## config.mk

```make
export PLATFORM = sky130hd
export DESIGN_NAME = obstacle_renderer
export DESIGN_NICKNAME = d
export VERILOG_FILES = /design/src/rtl/obstacle_renderer.sv
export SDC_FILE = /design/constraint.sdc
export NUM_CORES = 1
export LEC_CHECK = 0
export CORE_ASPECT_RATIO = 0.8
export CORE_MARGIN = 3
export CORE_UTILIZATION = 41
export CTS_CLUSTER_DIAMETER = 40
export DETAILED_ROUTE_END_ITERATION = 16
export PLACE_DENSITY = 0.85
export SYNTH_ARGS = -nofsm -noshare
export SYNTH_HDL_FRONTEND = slang
export SYNTH_SLANG_ARGS = --single-unit
```

## constraint.sdc

```tcl
create_clock -name clock -period 1.6 [get_ports clock]
set_input_delay 0.24 -clock clock [delete_from_list [all_inputs] [get_ports clock]]
set_output_delay 0.24 -clock clock [all_outputs]
set_load 0.02 [all_outputs]
```

## src/rtl/obstacle_renderer.sv

```systemverilog
// -----------------------------------------------------------------------------
// obstacle_renderer
//
// Frame-tick driven sequencer that redraws the horizontal obstacle.
// On an accepted tick it walks every segment index, erasing each segment in
// the background colour, then pulses `move` so the obstacle block advances,
// waits one cycle for the segment array to settle, and walks the segments
// again plotting them in the obstacle colour.
//
// Ports:
//   clock    in   system clock, rising edge
//   reset    in   synchronous active-high reset
//   start    in   frame tick, only honoured in IDLE
//   endgame  in   blocks new sequences (a running one still completes)
//   h        out  segment index presented to the obstacle block
//   hin_x    in   x of segment h (combinational from the obstacle block)
//   hin_y    in   y of segment h (combinational from the obstacle block)
//   move     out  one-cycle pulse, obstacle advances one pixel
//   plot     out  registered VGA write enable
//   plot_x   out  registered VGA x
//   plot_y   out  registered VGA y
//   colour   out  registered VGA colour
//   busy     out  high whenever the sequencer is not idle
//   done     out  one-cycle pulse at the end of a sequence
// -----------------------------------------------------------------------------
module obstacle_renderer #(
  parameter int          SEGMENTS   = 10,
  parameter logic [2:0]  OBS_COLOUR = 3'b100,
  parameter logic [2:0]  BG_COLOUR  = 3'b000
) (
  input  logic       clock,
  input  logic       reset,
  input  logic       start,
  input  logic       endgame,
  output logic [3:0] h,
  input  logic [7:0] hin_x,
  input  logic [6:0] hin_y,
  output logic       move,
  output logic       plot,
  output logic [7:0] plot_x,
  output logic [6:0] plot_y,
  output logic [2:0] colour,
  output logic       busy,
  output logic       done
);

  // Index of the final segment; the counter wraps to 0 when it reaches this.
  localparam logic [3:0] LAST_IDX = 4'(SEGMENTS - 1);

  typedef enum logic [2:0] {
    S_IDLE,
    S_ERASE,
    S_MOVE,
    S_SETTLE,
    S_DRAW,
    S_DONE
  } state_t;

  state_t     state_reg,  state_next;
  logic [3:0] cnt_reg,    cnt_next;
  logic       plot_reg,   plot_next;
  logic [7:0] plot_x_reg, plot_x_next;
  logic [6:0] plot_y_reg, plot_y_next;
  logic [2:0] colour_reg, colour_next;

  // ---------------------------------------------------------------------------
  // State and output registers
  // ---------------------------------------------------------------------------
  always_ff @(posedge clock) begin
    if (reset) begin
      state_reg  <= S_IDLE;
      cnt_reg    <= 4'd0;
      plot_reg   <= 1'b0;
      plot_x_reg <= 8'd0;
      plot_y_reg <= 7'd0;
      colour_reg <= BG_COLOUR;
    end else begin
      state_reg  <= state_next;
      cnt_reg    <= cnt_next;
      plot_reg   <= plot_next;
      plot_x_reg <= plot_x_next;
      plot_y_reg <= plot_y_next;
      colour_reg <= colour_next;
    end
  end

  // ---------------------------------------------------------------------------
  // Next-state logic
  //
  // The segment coordinates arrive combinationally for the current index, so
  // they are captured straight into the plot registers: index t appears on
  // the VGA port in cycle t+1 with no gap between segments. Plot enable drops
  // in every non-walking state; the coordinate/colour registers simply hold
  // so the MOVE and DONE cycles still show the final write of each walk.
  // ---------------------------------------------------------------------------
  always_comb begin
    state_next  = state_reg;
    cnt_next    = cnt_reg;
    plot_next   = 1'b0;
    plot_x_next = plot_x_reg;
    plot_y_next = plot_y_reg;
    colour_next = colour_reg;

    case (state_reg)
      S_IDLE: begin
        cnt_next = 4'd0;
        if (start && !endgame) begin
          state_next = S_ERASE;
        end
      end

      S_ERASE: begin
        plot_next   = 1'b1;
        plot_x_next = hin_x;
        plot_y_next = hin_y;
        colour_next = BG_COLOUR;
        if (cnt_reg == LAST_IDX) begin
          cnt_next   = 4'd0;
          state_next = S_MOVE;
        end else begin
          cnt_next = cnt_reg + 4'd1;
        end
      end

      S_MOVE: begin
        state_next = S_SETTLE;
      end

      // One spare cycle so the obstacle array has registered the move before
      // the draw walk reads the new coordinates.
      S_SETTLE: begin
        state_next = S_DRAW;
      end

      S_DRAW: begin
        plot_next   = 1'b1;
        plot_x_next = hin_x;
        plot_y_next = hin_y;
        colour_next = OBS_COLOUR;
        if (cnt_reg == LAST_IDX) begin
          cnt_next   = 4'd0;
          state_next = S_DONE;
        end else begin
          cnt_next = cnt_reg + 4'd1;
        end
      end

      S_DONE: begin
        state_next = S_IDLE;
      end

      default: begin
        state_next = S_IDLE;
        cnt_next   = 4'd0;
      end
    endcase
  end

  // ---------------------------------------------------------------------------
  // Outputs
  // ---------------------------------------------------------------------------
  assign h      = cnt_reg;
  assign move   = (state_reg == S_MOVE);
  assign done   = (state_reg == S_DONE);
  assign busy   = (state_reg != S_IDLE);
  assign plot   = plot_reg;
  assign plot_x = plot_x_reg;
  assign plot_y = plot_y_reg;
  assign colour = colour_reg;

endmodule

```

# Word level (Yosys, flattened, before mapping)
# Index checks and enable logic that the tools add are counted.
dict set report word_totals {
  rom_bits 0
  output_inout_bits 26
  ff_bits 26
  latch_bits 0
  n_memories 0
  ram_bits 0
  word_cells 32
  inputBits 19
}
dict set report classes {
  add_sub_neg 1
  n_bitwise 0
  n_mul 0
  eq_ne 9
  n_shift 0
  n_mux 8
  n_reduce_logical 8
  div 0
  order_cmp 0
}
# operator count
set ops {}
lappend ops {{one-hot mux 3 bit (5 select lines)} 1}
lappend ops {{two-way mux 3 bit} 3}
lappend ops {{one-hot mux 4 bit (2 select lines)} 1}
lappend ops {{equality test 3 x 2 -> 1 bit (second input constant)} 2}
lappend ops {{equality test 3 bit (second input constant)} 2}
lappend ops {{inequality test 2 bit (second input constant)} 3}
lappend ops {{one-hot mux 3 bit (2 select lines)} 1}
lappend ops {{adder 4 x 1 -> 4 bit (second input constant)} 1}
lappend ops {{equality test 4 bit (second input constant)} 1}
lappend ops {{two-way mux 4 bit} 1}
lappend ops {{equality test 3 x 1 -> 1 bit (second input constant)} 1}
lappend ops {{zero test 3 bit} 1}
lappend ops {{AND reduction 3 bit} 1}
lappend ops {{nonzero test 3 bit} 1}
lappend ops {{OR reduction 3 bit} 1}
lappend ops {{nonzero test 2 bit} 1}
lappend ops {{OR reduction 2 bit} 1}
lappend ops {{logical AND 1 bit} 1}
lappend ops {{zero test 1 bit} 1}
lappend ops {{two-way mux 1 bit} 1}

# Depth between registers and ports, before layout
dict set report logic_depth {
  word_depth 4
  mapped_depth 6
  mapped_depth_nobuf 6
}

# Least setup slack after synthesis
# No wires, ideal clock.
dict set report synth_path {
  path_type {register to output}
  startpoint {register state_reg[1]}
  endpoint {output port move}
  t_required_ns 1.360
  arrival_time_ns 1.235
  path_slack_ns 0.125
  path_buffers 1
  path_stages_with_launch 3
  cell_sequence {dfxtp_1 > clkbuf_1 > nor3b_1}
}
dict set report synth_between {
  elab_chain_len 1
}
# element line
set synth_rtl {}
lappend synth_rtl {{start, declared} 59} ;# state_t state_reg, state_next;
lappend synth_rtl {{start signal, assigned} 78} ;# state_reg <= state_next;
lappend synth_rtl {{equality test 3 x 2 -> 1 bit} 163} ;# assign move = (state_reg == S_MOVE);
lappend synth_rtl {{end, declared} 38} ;# output logic move,
# Every way passes these cells.

# Worst setup path after layout
dict set report layout_path {
  startpoint {register colour_reg[2], in the netlist colour[2]}
  endpoint {output port colour[2]}
}
# element line
set layout_rtl {}
lappend layout_rtl {{start, declared} 64} ;# logic [2:0] colour_reg, colour_next;
lappend layout_rtl {{start signal, assigned} 83} ;# colour_reg <= colour_next;
lappend layout_rtl {{end, declared} 42} ;# output logic [2:0] colour,
# No word-level cell between the ends.

==> flow_metrics.tcl <==
set metrics [dict create \
    status "completed" \
    hold_viol 0 \
    layout_setup_ws_ns 0.0731 \
    crit_buf_inv 1 \
    cts_resized 8 \
    cts_max_level 1 \
    first_global_vias 844 \
    critPathCaptureType "primary output" \
    grt_use_met3 0.0659 \
    met2_usage 0.255 \
    io_pins 45 \
    diodes 0 \
    final_util 0.673 \
    post_drt_wl_per_cell_um 12.4 \
    p_leak_nw 0.653 \
    drv_slew 0 \
    grt_pass1_wl_mm 3.86 \
    cts_sinks 24 \
    finish.instance_area_um2 1540 \
    path_cells "clkdlybuf4s50_1" \
    cts_setup_buffers 0 \
    drv_cap 0 \
    cts.hold.buffers_added 0 \
    vias 894 \
    root_buffer "clkbuf_4" \
    antenna_left 0 \
    cp_top_family "buffers and inverters" \
    power_density_nw_per_um2 740 \
    tns_ns 0 \
    cp-start-kind "flip-flop" \
    r2r_slack_ns 0.19 \
    min_from "plot_x[1]$_SDFFE_PP0P_" \
    synth-seq-cells 24 \
    clkTransAtPathRegs_ns 0.12 \
    syn_avg_cell_area_um2 9.78 \
    p_total_mw 1.14 \
    layout-drive-gt1-share 0.135 \
    largest_register_ffs 8 \
    busiest_layer "met2" \
    cts_buffers 3 \
    seq_area_um2 483 \
    die-area_um2 3220 \
    die_h_um 51.4 \
    setup_violations 0 \
    multi_input_area_um2 503 \
    syn_inst 108 \
    antenna_found_initial 0 \
    drt-total-wl_mm 2.35 \
    hold_class "flip-flop to flip-flop" \
    drc 0 \
    yosysWarnings 0 \
    final_cells 189 \
    holdWs_ns 0.508 \
    drt_pass1_iterations 4 \
    cts_buffer_depth 2 \
    holdPathStages 2 \
    area_delta_synth_final_pct 46.0 \
    hpwl_mm 1.88 \
    path_class "flip-flop to primary output" \
    cp.required_ns 1.36 \
    nNetsFinal 178 \
    placed_cell_area_um2 1520 \
    start_util 0.461 \
    port_buffers 42 \
    crit_fanout 3 \
    grt_max_degree 13 \
    cts_tree "built" \
    crit_slowest_cell "clkdlybuf4s50_1" \
    place_congestion 0.729 \
    syn_area_um2 1060 \
    cpPeakStageDelay_ns 0.61 \
    post-place-ws_ns 0.0704 \
    clk_latency_ns 0.30 \
    ys_types 33 \
    r2r-end "h[0]$_SDFFE_PP0N_" \
    drt_iter0_markers 20 \
    fin_crit_sh 0.954 \
    reg2reg_depth 5 \
    grt.overflow.total 0 \
    core_um2 2290 \
    rows 15 \
    seq_area_frac_synth 0.455 \
    die_w_um 62.7 \
    fmax_mhz 655 \
    critPathArrivalTime_ns 1.29 \
    grt_use_met1 0.181 \
    fill_cells 204 \
    ir_drop_v 0.000628 \
    track_usage 0.152 \
    layout_min_cycle_time_ns 1.53 \
    dp.cells 186 \
    rr_startpoint "h[0]$_SDFFE_PP0N_" \
    grt_setup_unrepaired "no" \
    fin_skew_ns 0.00333 \
    via_per_inst 4.73 \
    holdPathEnd "plot_x[1]$_SDFFE_PP0P_" \
]
[Yosys cell counts, drive strengths merged]
master        n  area share
dlygate4sd1   1      0.0083
o21ai         3       0.014
and3b         1      0.0095
mux2i        15        0.14
conb          1      0.0036
clkbuf        1      0.0036
nor2         25       0.098
buf           6       0.053
nand3b        1      0.0071
or3           1      0.0059
and2b         1      0.0071
nor3b         2       0.019
ha            2       0.024
dfxtp        24        0.45
nor2b         2       0.012
nand2b        1      0.0059
a211o         1      0.0083
nor3          5       0.028
inv           2      0.0071
o31ai         1      0.0071
nand3         2      0.0095
a21oi         5       0.024
xnor2         4       0.040
a211oi        1      0.0071
[how the worst max path moves through the flow]
stage	startpoint	endpoint	slack (ns)	cells after the start
after floorplan	state_reg[1]$_SDFFE_PP0P_	move	0.12	2
after global placement	state_reg[1]$_SDFFE_PP0P_	busy	0.11	2
after detailed placement	state_reg[0]$_SDFFE_PP0P_	busy	0.07	2
after CTS	h[2]$_SDFFE_PP0N_	h[2]	0.005	1
after global routing	plot_y[0]$_SDFFE_PP0P_	plot_y[0]	0.001	1
final	colour[2]$_SDFFE_PP0P_	colour[2]	0.07	1
[where the power goes]
part	total, mW	leakage, nW	switching (mW)	internal (mW)
sequential	0.645	0.196	0.0180	0.627
clock	0.250	0.0138	0.162	0.0879
combinational	0.246	0.443	0.111	0.135
total	1.14	0.653	0.291	0.850
[layout make-up]
cell class	instances	area share
clock buffers	3	0.0146
inverters	2	0.00487
multi-input cells	75	0.326
flip-flops and latches	24	0.313
well taps	34	0.0276
repair buffers	51	0.313
[routing by layer]
metal / up-vias / part of all wire
li1: 452 / -
met1: 415 / 0.43
met2: 25 / 0.49
met3: 2 / 0.070
met4: 0 / 0.0077
met5: - / 0
[cells by family after synthesis]
kind of cell,count (synthesis),synth area share
AND/OR/NAND/NOR,41,0.203
adder cells (fa/ha/maj),2,0.0237
buffers and inverters,10,0.0723
XOR/XNOR,4,0.0403
other,1,0.00355
AO/OA/AOI/OAI,11,0.0604
flip-flops,24,0.455
multiplexers,15,0.142
[cells in the final DEF (no fill, tap or decap), drive strengths merged, types with 3 or more instances in the layout]
cell type / netlist / layout
clkdlybuf4s50: 0 / 35
mux2i: 15 / 15
buf: 6 / 10
dlygate4sd2: 0 / 4
nor3: 5 / 5
clkbuf: 1 / 3
o21ai: 3 / 3
dfxtp: 24 / 24
a21oi: 5 / 5
nor2: 25 / 25
xnor2: 4 / 4
No activity file was read; power rests on OpenSTA's default activity.
==> variant 1: new RTL, same flow settings <==
One comparison of `cnt_reg` changes from == to >=.
--- a/src/rtl/obstacle_renderer.sv
+++ b/src/rtl/obstacle_renderer.sv
@@ -138,5 +138,5 @@
         plot_y_next = hin_y;
         colour_next = OBS_COLOUR;
-        if (cnt_reg == LAST_IDX) begin
+        if (cnt_reg >= LAST_IDX) begin
           cnt_next   = 4'd0;
           state_next = S_DONE;
Behaviour: no difference found for any inputs over 10 cycles, from zero or initial values and one cycle with reset high; that may be too few to reach the edited logic, so the function may still have changed.
==> variant 1 against the original RTL <==
  * Synthesized cell count up 23%
  * Worst setup slack worse by 0.0033 ns
  * Design area up 6.8%
  * Non-clock buffer count up 1
  * Synthesized area up 5.0%
  * Sequential cell count unchanged
  * Wire length up 34%
  * Sequential share of layout area down 1.8 points
  * Power up 2.1%
==> variant 1: results (changes against the original RTL) <==
flop2flop setup slack 0.11 ns (-0.08 ns); Placed Instances 211 (+13%); grt met2 use 31.0% (+5.6 points); post-route clock period utilization 95.6% (+0.21 points); Leak 0.627 nW (-3.9%); GRT met3 Usage 5.58% (-1.0 points); met1 Use GR 24.6% (+6.5 points); largest net degree at the start of global routing 23 (+10); initial DRC count 53 (+170%); Synth area leaders dfxtp_1, nand3_1, a21oi_1; slowest CP cell dfxtp_2; Commonest cells post-synth dfxtp_1, nand3_1, a21oi_1; Vias 1171 (+31%); Reg2Reg Launch Point h[1]$_SDFFE_PP0N_; vias in the first global route 1105 (+31%); gp weighted congestion 0.832 (+14%); Critical Path End move; DRT met1 WL 1340 um (+33%); Seq/Total Area, Yosys 43.3% (-2.2 points); Worst R2R Path Depth 4 (-1); Netlist cell types 32 (-3.0%); multiplexer share of the synthesized area 0% (-14 points); via-per-instance ratio 5.45 (+15%); Overall Power 1.16 mW (+2.1%); Adder-Cell Fraction of Synth Area 3.39% (+1.0 points); status complete, no violations; WHS Path Cells 3 (+1); area post-placement 0.00160 mm^2 (+5.0%); Routed WL 3150 um (+34%); first-pass GRT wire length 5000 um (+30%); Place WS 0.0339 ns (-0.0365 ns); Worst Path Max Fanout 6 (+3); metal3 WL 186 um (+14%); fin nets 202 (+13%); max incr delay on CP 0.37 ns (-0.24 ns); compound-cell area share of the yosys netlist 25.2% (+19 points); Worst R2R End h[2]$_SDFFE_PP0N_; CP startpoint state_reg[2]$_SDFFE_PP0P_; metal2 WL 1560 um (+35%); Mapped Avg Cell Area 8.34 um^2 (-15%); share of layout cells above drive strength 1 15.1% (+1.5 points); Tot GR Track Use 19.2% (+4.0 points); Final HPWL DP 2310 um (+23%); Clock Skew 0.00570 ns (+0.00237 ns); Clk Tree Root Cell clkbuf_4; Worst Hold Class input pin to flop; Post-Synth XOR/XNOR Area 2.26% (-1.8 points); Peak VDD IR 850 uV (+35%)
-- variant 1: timing repair --
action                                 4_1_cts  5_1_grt
endpoints found under the hold margin        0        0
cloned                                       0        0
setup endpoints to repair                    7        7
gates resized for setup                      9        8
hold buffers                                 0        0
-- variant 1: how the worst min path moves through the flow --
| stage | to | slack, ns | startpoint |
|---|---|---|---|
| 2_1_floorplan | plot_x[0]$_SDFFE_PP0P_ | 0.39 | hin_x[0] |
| 3_3_place_gp | plot_y[3]$_SDFFE_PP0P_ | 0.46 | plot_y[3]$_SDFFE_PP0P_ |
| 3_5_place_dp | plot_x[4]$_SDFFE_PP0P_ | 0.47 | plot_x[4]$_SDFFE_PP0P_ |
| 4_1_cts | plot_x[4]$_SDFFE_PP0P_ | 0.47 | hin_x[4] |
| 5_1_grt | plot_x[3]$_SDFFE_PP0P_ | 0.47 | hin_x[3] |
| 6_report | plot_y[2]$_SDFFE_PP0P_ | 0.48 | hin_y[2] |
-- variant 1: logic make-up after synthesis --
| group | Yosys count |
|---|---|
| DFF | 24 |
| buffers and inverters | 17 |
| and+or+nand+nor | 37 |
| xor gates and xnor gates | 2 |
| adders and majority gates | 3 |
| AOI/OAI and AO/OA | 49 |
| other | 1 |
-- variant 1: worst max-delay path: cells and delay by family (launching register included) --
kind | cells | cell delay [ns]
buffers and inverters | 1 | 0.26
flip-flops | 1 | 0.37
AND/OR/NAND/NOR | 2 | 0.35
-- variant 1: cell type report --
class                   count  area, um^2
repair buffers             52         493
well taps                  36        45.0
fillers                   212         856
inverters                   6        22.5
clock buffers               4        36.3
flip-flops and latches     24         485
multi-input cells          93         564
-- variant 1: power breakdown --
part / internal, mW / switching [mW]
combinational: 0.112 / 0.107
sequential: 0.622 / 0.0138
clock: 0.139 / 0.170
total: 0.873 / 0.291
==> variant 2: new RTL, config.mk and constraints unchanged <==
Without the edit above. The parameter `SEGMENTS` goes from 10 to 5.
--- a/src/rtl/obstacle_renderer.sv
+++ b/src/rtl/obstacle_renderer.sv
@@ -25,5 +25,5 @@
 // -----------------------------------------------------------------------------
 module obstacle_renderer #(
-  parameter int          SEGMENTS   = 10,
+  parameter int          SEGMENTS   = 5,
   parameter logic [2:0]  OBS_COLOUR = 3'b100,
   parameter logic [2:0]  BG_COLOUR  = 3'b000
Formal check against the unedited RTL: not equivalent (Yosys sat finds a counterexample within 10 cycles, from zero or initial values and one cycle with reset high).
==> variant 2 against the original RTL <==
  * Design area up 8.6%
  * Sequential cell count unchanged
  * Wire length up 34%
  * Critical endpoint is now plot_x[4]
  * Final cell count up 15%
  * Synthesized area up 6.9%
  * Highest routed layer unchanged
  * Fmax down 3.0%
  * Global-route usage up 4.2 points
  * Worst setup slack worse by 0.048 ns
Power is not compared: it rests on default switching activity, and its combinational part moved more than twofold at a synthesized area within 25%.
==> variant 2: results (changes against the original RTL) <==
Tot GR Track Use 19.4% (+4.2 points); Routed WL 3150 um (+34%); Num CTS Buffers 3 (unchanged); max incr delay on CP 0.63 ns (+0.02 ns); Largest register FFs 8 (unchanged); Worst Hold Class input pin to flop; first-pass detailed-route iteration total 4 (unchanged); Commonest cells post-synth dfxtp_1, a21oi_1, nand3_1; Leak a little under 0.7 nW; Primary FF master, synth dfxtp_1; Placed Instances 213 (+15%); via-per-instance ratio 5.24 (+11%); status complete, no violations; filler instances 226 (+11%); Mapped Avg Cell Area 8.30 um^2 (-15%); initial antenna violation count 0 (unchanged); Worst Path Arrival 1.33 ns (+0.04 ns); delay-heaviest family, CP buffers and inverters; Clock Skew 0.00787 ns (+0.00453 ns); Clock transition at path regs 0.14 ns (+0.02 ns); Peak VDD IR about 840 uV; Synth area leaders dfxtp_1, a21oi_1, nand3_1; Clk Latency, worst-skew pair 0.32 ns (+0.02 ns); largest net degree at the start of global routing 20 (+7); Worst Path Max Fanout 2 (-1); fin nets 203 (+14%); number of buffers added for setup after CTS 0 (unchanged); Netlist cell types 32 (-3.0%); first-pass GRT wire length 5130 um (+33%); Synth Warn # 0 (unchanged); # port buffers 42 (unchanged); Final Non-Filler Cells 217 (+15%); vias in the first global route 1087 (+29%); Final HPWL DP 2400 um (+27%); initial DRC count 55 (+180%); slowest CP cell clkdlybuf4s50_1; post_cts resized 9 (+1); share of layout cells above drive strength 1 13.8% (+0.26 points); Clk Tree Root Cell clkbuf_4; antenna fix cells 0 (unchanged); gp weighted congestion 0.799 (+9.6%); # Max-Cap Violations 0 (unchanged); asr flop ratio synth 0% (unchanged); Seq/Total Area, Yosys 42.6% (-2.9 points)
-- variant 2: logic make-up after synthesis --
family | Yosys count | share of synthesized area, %
DFF | 24 | 42.6
muxes | 1 | 0.887
and+or+nand+nor | 41 | 20.0
xor gates and xnor gates | 3 | 3.99
adders and majority gates | 2 | 2.22
AOI/OAI and AO/OA | 43 | 21.1
other | 1 | 0.332
buffers and inverters | 21 | 8.98
-- variant 2: layout make-up --
| class | instances | area (um^2) | area share [%] |
|---|---|---|---|
| Clock inverter | 1 | 30.0 | 1.79 |
| Timing Repair Buffer | 55 | 514 | 30.7 |
| Clock buffer | 3 | 22.5 | 1.35 |
| Multi-Input combinational cell | 92 | 556 | 33.2 |
| Tap cell | 36 | 45.0 | 2.69 |
| Sequential cell | 24 | 484 | 28.9 |
| Inverter | 6 | 22.5 | 1.35 |
-- variant 2: metrics by stage --
step	hold WS, ns	instance area, um^2	setup WS (ns)
3_5_place_dp	0.473	1620	0.0542
6_report	0.473	1670	0.0255
5_1_grt	0.455	1670	-0.0420
4_1_cts	0.473	1670	0.0106
3_3_place_gp	0.460	1620	0.0833
2_1_floorplan	0.388	1140	0.0638
-- variant 2: worst paths after layout --
| kind | from | slack, ns | depth (start not counted) | to |
|---|---|---|---|---|
| hold / removal | hin_x[6] | 0.47 | 3 | plot_x[6]$_SDFFE_PP0P_ |
| setup reg to reg | state_reg[0]$_SDFFE_PP0P_ | 0.18 | 4 | h[2]$_SDFFE_PP0N_ |
| setup / recovery | plot_x[4]$_SDFFE_PP0P_ | 0.03 | 1 | plot_x[4] |
| hold reg to reg | colour[2]$_SDFFE_PP0P_ | 0.48 | 2 | colour[2]$_SDFFE_PP0P_ |
-- variant 2: report_power, final --
part           internal, mW  total, mW  leakage, nW  switching, mW
Sequential            0.652      0.689        0.196         0.0368
Combinational         0.238      0.522        0.465          0.283
Clock                 0.254      0.442       0.0279          0.189
-- variant 2: routing by layer --
metal,GRT usage [%],part of all wire (%),wire length (um)
met4,4.56,1.9,60
met3,4.88,5.8,182
met2,35.8,51,1620
met1,22.8,41,1290
met5,0,0,0
